--- src/rtl/sabana_stream_mux.sv ---
// Packet-granular round-robin mux of NUM_CH AXI4-Stream inputs into one FIFO-buffered output; 1-cycle accept-to-m_tvalid latency.
// s_tready is asserted only for the locked channel and only while the FIFO is not full; SABANA_STREAM_MUX_PKTCNT_EN enables pkt_count.
module sabana_stream_mux #(
    parameter int  DATA_W     = 128,
    parameter int  NUM_CH     = 2,
    parameter int  FIFO_DEPTH = 4,
    localparam int CH_W       = (NUM_CH > 2) ? $clog2(NUM_CH) : 1
) (
    input  logic                     clock,
    input  logic                     reset,
    input  logic [NUM_CH*DATA_W-1:0] s_tdata,
    input  logic [NUM_CH-1:0]        s_tvalid,
    input  logic [NUM_CH-1:0]        s_tlast,
    output logic [NUM_CH-1:0]        s_tready,
    output logic [DATA_W-1:0]        m_tdata,
    output logic                     m_tlast,
    output logic [CH_W-1:0]          m_tdest,
    output logic                     m_tvalid,
    input  logic                     m_tready,
    output logic                     busy,
    output logic [31:0]              pkt_count
);
    localparam int AW = $clog2(FIFO_DEPTH);

    localparam logic [0:0] ST_IDLE   = 1'b0;
    localparam logic [0:0] ST_LOCKED = 1'b1;

    logic [0:0]        state;
    logic [CH_W-1:0]   grant;
    logic [CH_W-1:0]   last_grant;
    logic [CH_W-1:0]   next_grant;
    logic              found;

    logic [DATA_W-1:0] sel_data;
    logic              sel_vld;
    logic              sel_last;

    logic              push;
    logic              pop;
    logic              full;
    logic              empty;
    logic [AW-1:0]     wr_ptr;
    logic [AW-1:0]     rd_ptr;
    logic [AW:0]       count;

    logic [DATA_W-1:0] mem_data [FIFO_DEPTH];
    logic              mem_last [FIFO_DEPTH];
    logic [CH_W-1:0]   mem_dest [FIFO_DEPTH];

    // Round-robin search: channels above last_grant first, then wrap to the low indices.
    always_comb begin
        next_grant = last_grant;
        found      = 1'b0;
        for (int i = 0; i < NUM_CH; i++) begin
            if (!found && s_tvalid[i] && (i > int'(last_grant))) begin
                found      = 1'b1;
                next_grant = CH_W'(i);
            end
        end
        for (int i = 0; i < NUM_CH; i++) begin
            if (!found && s_tvalid[i] && (i <= int'(last_grant))) begin
                found      = 1'b1;
                next_grant = CH_W'(i);
            end
        end
    end

    always_comb begin
        sel_data = '0;
        sel_vld  = 1'b0;
        sel_last = 1'b0;
        for (int i = 0; i < NUM_CH; i++) begin
            if (grant == CH_W'(i)) begin
                sel_data = s_tdata[i*DATA_W +: DATA_W];
                sel_vld  = s_tvalid[i];
                sel_last = s_tlast[i];
            end
        end
    end

    // Ready uses the registered full flag only, so a same-cycle pop never opens the input.
    always_comb begin
        s_tready = '0;
        for (int i = 0; i < NUM_CH; i++) begin
            if ((state == ST_LOCKED) && !full && (grant == CH_W'(i))) begin
                s_tready[i] = 1'b1;
            end
        end
    end

    assign full  = (count == (AW+1)'(FIFO_DEPTH));
    assign empty = (count == '0);
    assign push  = (state == ST_LOCKED) && !full && sel_vld;
    assign pop   = !empty && m_tready;

    always_ff @(posedge clock or posedge reset) begin
        if (reset) begin
            state      <= ST_IDLE;
            grant      <= '0;
            last_grant <= CH_W'(NUM_CH - 1);
        end else begin
            case (state)
                ST_IDLE: begin
                    if (found) begin
                        grant <= next_grant;
                        state <= ST_LOCKED;
                    end
                end
                default: begin
                    if (push && sel_last) begin
                        last_grant <= grant;
                        state      <= ST_IDLE;
                    end
                end
            endcase
        end
    end

    always_ff @(posedge clock or posedge reset) begin
        if (reset) begin
            wr_ptr <= '0;
            rd_ptr <= '0;
            count  <= '0;
        end else begin
            if (push) begin
                wr_ptr <= wr_ptr + AW'(1);
            end
            if (pop) begin
                rd_ptr <= rd_ptr + AW'(1);
            end
            case ({push, pop})
                2'b10:   count <= count + (AW+1)'(1);
                2'b01:   count <= count - (AW+1)'(1);
                default: count <= count;
            endcase
        end
    end

    always_ff @(posedge clock) begin
        if (push) begin
            mem_data[wr_ptr] <= sel_data;
            mem_last[wr_ptr] <= sel_last;
            mem_dest[wr_ptr] <= grant;
        end
    end

    // Storage is not reset; outputs are forced to zero while empty to give defined reset values.
    assign m_tvalid = !empty;
    assign m_tdata  = empty ? '0   : mem_data[rd_ptr];
    assign m_tlast  = empty ? 1'b0 : mem_last[rd_ptr];
    assign m_tdest  = empty ? '0   : mem_dest[rd_ptr];
    assign busy     = (state == ST_LOCKED) || !empty;

`ifdef SABANA_STREAM_MUX_PKTCNT_EN
    logic [31:0] pkt_cnt_q;

    always_ff @(posedge clock or posedge reset) begin
        if (reset) begin
            pkt_cnt_q <= '0;
        end else if (pop && m_tlast) begin
            pkt_cnt_q <= pkt_cnt_q + 32'd1;
        end
    end

    assign pkt_count = pkt_cnt_q;
`else
    assign pkt_count = 32'd0;
`endif

endmodule

--- config.mk ---
export PLATFORM = sky130hd
export DESIGN_NAME = sabana_stream_mux
export DESIGN_NICKNAME = d
export VERILOG_FILES = /design/src/rtl/sabana_stream_mux.sv
export SDC_FILE = /design/constraint.sdc
export NUM_CORES = 1
export LEC_CHECK = 0
export CORE_ASPECT_RATIO = 1.1
export CORE_MARGIN = 5
export CORE_UTILIZATION = 40
export DETAILED_ROUTE_END_ITERATION = 10
export MAX_ROUTING_LAYER = met4
export PLACE_DENSITY_LB_ADDON = 0.12
export SKIP_LAST_GASP = 1
export SYNTH_ARGS = -nofsm -noshare
export SYNTH_HDL_FRONTEND = slang
export SYNTH_SLANG_ARGS = --single-unit
--- constraint.sdc ---
create_clock -name clock -period 8.5 [get_ports clock]
set_input_delay 0.85 -clock clock [delete_from_list [all_inputs] [get_ports clock]]
set_output_delay 0.85 -clock clock [all_outputs]
set_load 0.1 [all_outputs]
## Word level (Yosys, flattened, before mapping)

Memories as Yosys holds them, arrays and structs flattened.
Index checks and enable logic that the tools add are counted.

- Memory bits (writable): 520
- Input bits: 263
- Memories kept: 3
- Logic and storage cells: 59
- Register bits: 10

Memory list:

| name | depth | width | rd ports | clocked after Yosys merged registers in | write ports | RTL line | text |
|---|---|---|---|---|---|---|---|
| mem_data | 4 | 128 | 1 | 0 | 1 | 46 | `logic [DATA_W-1:0] mem_data [FIFO_DEPTH];` |
| mem_dest | 4 | 1 | 1 | 0 | 1 | 48 | `logic [CH_W-1:0] mem_dest [FIFO_DEPTH];` |
| mem_last | 4 | 1 | 1 | 0 | 1 | 47 | `logic mem_last [FIFO_DEPTH];` |

- Mux-type cells: 20
- Order comparisons: 2
- Reduce and logical (&&, ||, !) cells: 19
- Equal/unequal tests: 3
- Bitwise operators: 2
- Add/subtract/negate cells: 4

Operators with widths:

| cell | count |
|---|---|
| two-way mux 128 bit | 2 |
| two-way mux 1 bit | 17 |
| logical AND 1 bit | 10 |
| one-hot mux 3 bit (2 select lines) | 1 |
| adder 2 x 1 -> 2 bit (second input constant) | 2 |
| logical NOT 1 bit | 4 |
| AND reduction 2 bit | 2 |
| adder 3 x 1 -> 3 bit (second input constant) | 1 |
| == test 3 bit (second input constant) | 1 |
| logical NOT 3 bit | 1 |
| subtractor 3 x 1 -> 3 bit (second input constant) | 1 |
| == test 2 x 1 -> 1 bit (second input constant) | 1 |
| == test 2 bit (second input constant) | 1 |
| NOT 1 bit | 2 |
| nonzero test 2 bit | 1 |
| > comparator 1 bit (first input constant) | 1 |
| less-or-equal comparator 1 bit (first input constant) | 1 |
| logical OR 1 bit | 1 |

## Logic depth before layout (Yosys ltp)

- Word-level depth: 12
- Mapped depth: 10

## Worst setup path before layout

Ideal clock, no wire load.

- Path kind: input port to flip-flop
- From: input port s_tvalid[1]
- To: memory mem_data[0][0] (enable)
- Library setup time: 505 ps
- Data arrival time: 4248 ps
- Path buffers: 0
- Stages: 3
- Path slack: 3748 ps
- Data required time: 7995 ps
- Path through: mux2i_1 -> nor3_2 -> and2_1

- Longest elaborated chain between the ends: 4

RTL lines:

| element | RTL line | text |
|---|---|---|
| from (decl) | 12 | `input logic [NUM_CH-1:0] s_tvalid,` |
| two-way mux 1 bit | 73 | `if (grant == CH_W'(i)) begin` |
| logical AND 1 bit | 93 | `assign push = (state == ST_LOCKED) && !full && sel_vld;` |
| two-way mux 1 bit | 140 | `if (push) begin` |
| two-way mux 1 bit (not written as such) | 141 | `mem_data[wr_ptr] <= sel_data;` |
| to (decl) | 46 |  |

No other way between the ends.

## Final worst setup path

- From: register rd_ptr[0]
- To: output port m_tdata[52]

- Longest elaborated chain between the ends: 2

RTL lines:

| element | RTL line | text |
|---|---|---|
| from (decl) | 43 | `logic [AW-1:0] rd_ptr;` |
| from (signal assigned) | 129 | `rd_ptr <= rd_ptr + AW'(1);` |
| memory (4 x 128 bit) | n/a |  |
| two-way mux 128 bit | 149 | `assign m_tdata = empty ? '0 : mem_data[rd_ptr];` |
| to (decl) | 15 | `output logic [DATA_W-1:0] m_tdata,` |

No other way between the ends.

==> results.yml <==
die:
  ios: 429
  chipHeight_um: 256
  die_x_um: 233
  core_area_mm2: 0.0546
  die_area_mm2: 0.0597
  start_util_pct: 40.2
  num_rows: 90
global_routing:
  grt_pass1_vias: 12100
  antenna_found_initial: 3
  grt-ovfl-total: 0
  grt_pass1_wl_um: 73500
  grt_max_degree: 89
  track_usage_pct: 16.6
synth:
  ys_warn_count: 0
  synth_seq_cells: 530
  synthCells: 1057
  ys_types: 29
  syn_avg_cell_area_um2: 20.8
  netlist_area_mm2: 0.0220
  synth_seq_area_share_pct: 72.2
outcome:
  status: "finished, final reports clean"
clocking:
  cts.htree.levels: 2
  path_clk_slew_ns: 0.06
  cts_resized: 0
  cts_setup_buffers: 0
  clk_path_buf_depth: 3
  cts_root_buf: "clkbuf_16"
  cts_buffers: 54
  clk_latency_ns: 0.58
  cts_tree: "done"
  cts-hold-fix-buffers: 0
  cts.sinks: 530
timing:
  holdWs_ns: 0.496
  worstMarginPinSlew_ns: 1.09
  rsz0062_at_grt: "false"
  finalMaxSlewViolations: 0
  post-route-period-util_pct: 60.0
  fmax_ghz: 0.196
  slew_headroom_pct: 27.2
  fin_setup_tns_ns: 0
  skew_ns: 0.0144
  final_hold_viol_count: 0
  fin_crit_ns: 5.10
  setup_viol: 0
worst_setup_path:
  critPathKind: "flip-flop to output port"
  crit_path_start_kind: "flip-flop"
  end_kind: "output port"
  cp_max_fo: 88
  cp-startpoint: "rd_ptr[0]$_DFFE_PP0P_"
  r2r_start: "grant$_DFFE_PP0P_"
  cp.arrival_ns: 4.25
  crit_required_ns: 7.65
routing:
  first_iter_violations: 572
  routedWlPerCell_um: 21.7
  dr.pass1.iters: 4
  avgViaCountPerCell: 5.00
  detail-route-antenna-nets: 0
  vias: 11200
  drc: 0
  drt_wl_total_um: 48600
placed_design:
  io_buffers: 396
  dp.cells: 2142
  place_hpwl_um: 29800
  place.gp.congestion: 0.691
cells_and_area:
  layout_common_cells: "520 x edfxtp_1, 396 x clkdlybuf4s50_1, 131 x and2_1"
  final_common_cell: "edfxtp_1"
  nets: 1731
  area_growth_pct: 28.3
  fin_cells: 2240
  layout-drive-gt1-share_pct: 23.1
worst_hold_path:
  min-delay-path-class: "flip-flop to flip-flop"
  worstHoldStart: "count[2]$_DFFE_PP0P_"
run:
  cap_viol_max_count: 0
[cell usage after synthesis]
library cell	count	share of area (%)
nor2_1	2	0.034
mux2_2	129	6.6
buf_2	27	0.62
buf_1	4	0.068
nand2b_1	1	0.028
nand2_1	2	0.034
edfxtp_1	520	71
nor3b_1	2	0.068
buf_6	10	0.51
mux4_2	130	13
and2_1	135	3.8
nor4_1	1	0.028
inv_1	10	0.17
a32o_1	1	0.046
o32a_1	1	0.046
dfrtp_1	9	1.0
buf_4	32	1.1
clkbuf_1	19	0.32
nor3_2	1	0.046
or3_1	1	0.028
xnor2_1	3	0.12
fa_1	1	0.091
conb_1	1	0.017
xor2_1	3	0.12
nor3_1	2	0.046
mux2i_1	3	0.14
nand3_1	1	0.023
ha_1	5	0.28
dfstp_2	1	0.12
[critical path, cell delays in order (launching register included)]
cell	delay (ns)
dfrtp_4	1.07
buf_12	0.56
mux4_2	0.59
and2_1	0.17
clkdlybuf4s50_1	1.02
[sequential cells by signal, summed over array words and instances, names as in the netlist]
name	cells
count	3
grant	1
last_grant	1
mem_data	512
mem_dest	4
mem_last	4
rd_ptr	2
state	1
wr_ptr	2
[path summary, 6_finish.rpt]
path | to | slack [ns] | cells after the start
worst min-delay path | count[2]$_DFFE_PP0P_ | 0.50 | 1
worst max-delay path | m_tdata[52] | 3.40 | 4
worst max register to register | mem_data[1][111]$_DFFE_PP_ | 4.53 | 5
worst min register to register | count[2]$_DFFE_PP0P_ | 0.50 | 1
min in group asynchronous | wr_ptr[1]$_DFFE_PP0P_ | 0.59 | 2
max in group asynchronous | rd_ptr[1]$_DFFE_PP0P_ | 7.53 | 2
[through the flow]
step                      util (%)  setup slack (ns)  cell area (um^2)
after floorplan                  -              3.75             22100
after global placement        48.6              3.91             26500
after detailed placement      48.6              3.92             26500
after CTS                     51.6              3.28             28200
after global routing          51.6              3.11             28200
final                         51.6              3.40             28200
[cell families (layout without fill, tap and decap cells)]
family / after synthesis / in the layout / synth area share (%)
XOR/XNOR: 6 / 6 / 0.239
AND/OR/NAND/NOR: 148 / 148 / 4.18
adder cells (fa/ha/maj): 6 / 6 / 0.376
flip-flops: 530 / 530 / 72.2
multiplexers: 262 / 262 / 20.1
AO/OA/AOI/OAI: 2 / 2 / 0.0911
buffers and inverters: 102 / 515 / 2.79
other: 1 / 35 / 0.0171
[routing by layer]
layer | part of all wire [%] | up-vias | GRT usage (%)
met1 | 41 | 5832 | 20.8
met2 | 50 | 328 | 27.6
li1 | - | 4974 | -
met3 | 6.3 | 60 | 3.73
met4 | 2.0 | 0 | 4.44
met5 | 0 | - | -
[final cells by class]
| cell class | instances | area (um^2) |
|---|---|---|
| diodes | 3 | 7.51 |
| clock buffers | 81 | 1550 |
| clock inverters | 14 | 85.1 |
| fillers | 4418 | 26400 |
| inverters | 10 | 37.5 |
| multi-input cells | 456 | 5620 |
| flip-flops and latches | 530 | 15900 |
| well taps | 736 | 921 |
| repair buffers | 410 | 4080 |
Power is not shown: default switching activity piles up to over one toggle a cycle in this logic, so the estimate is an artifact.
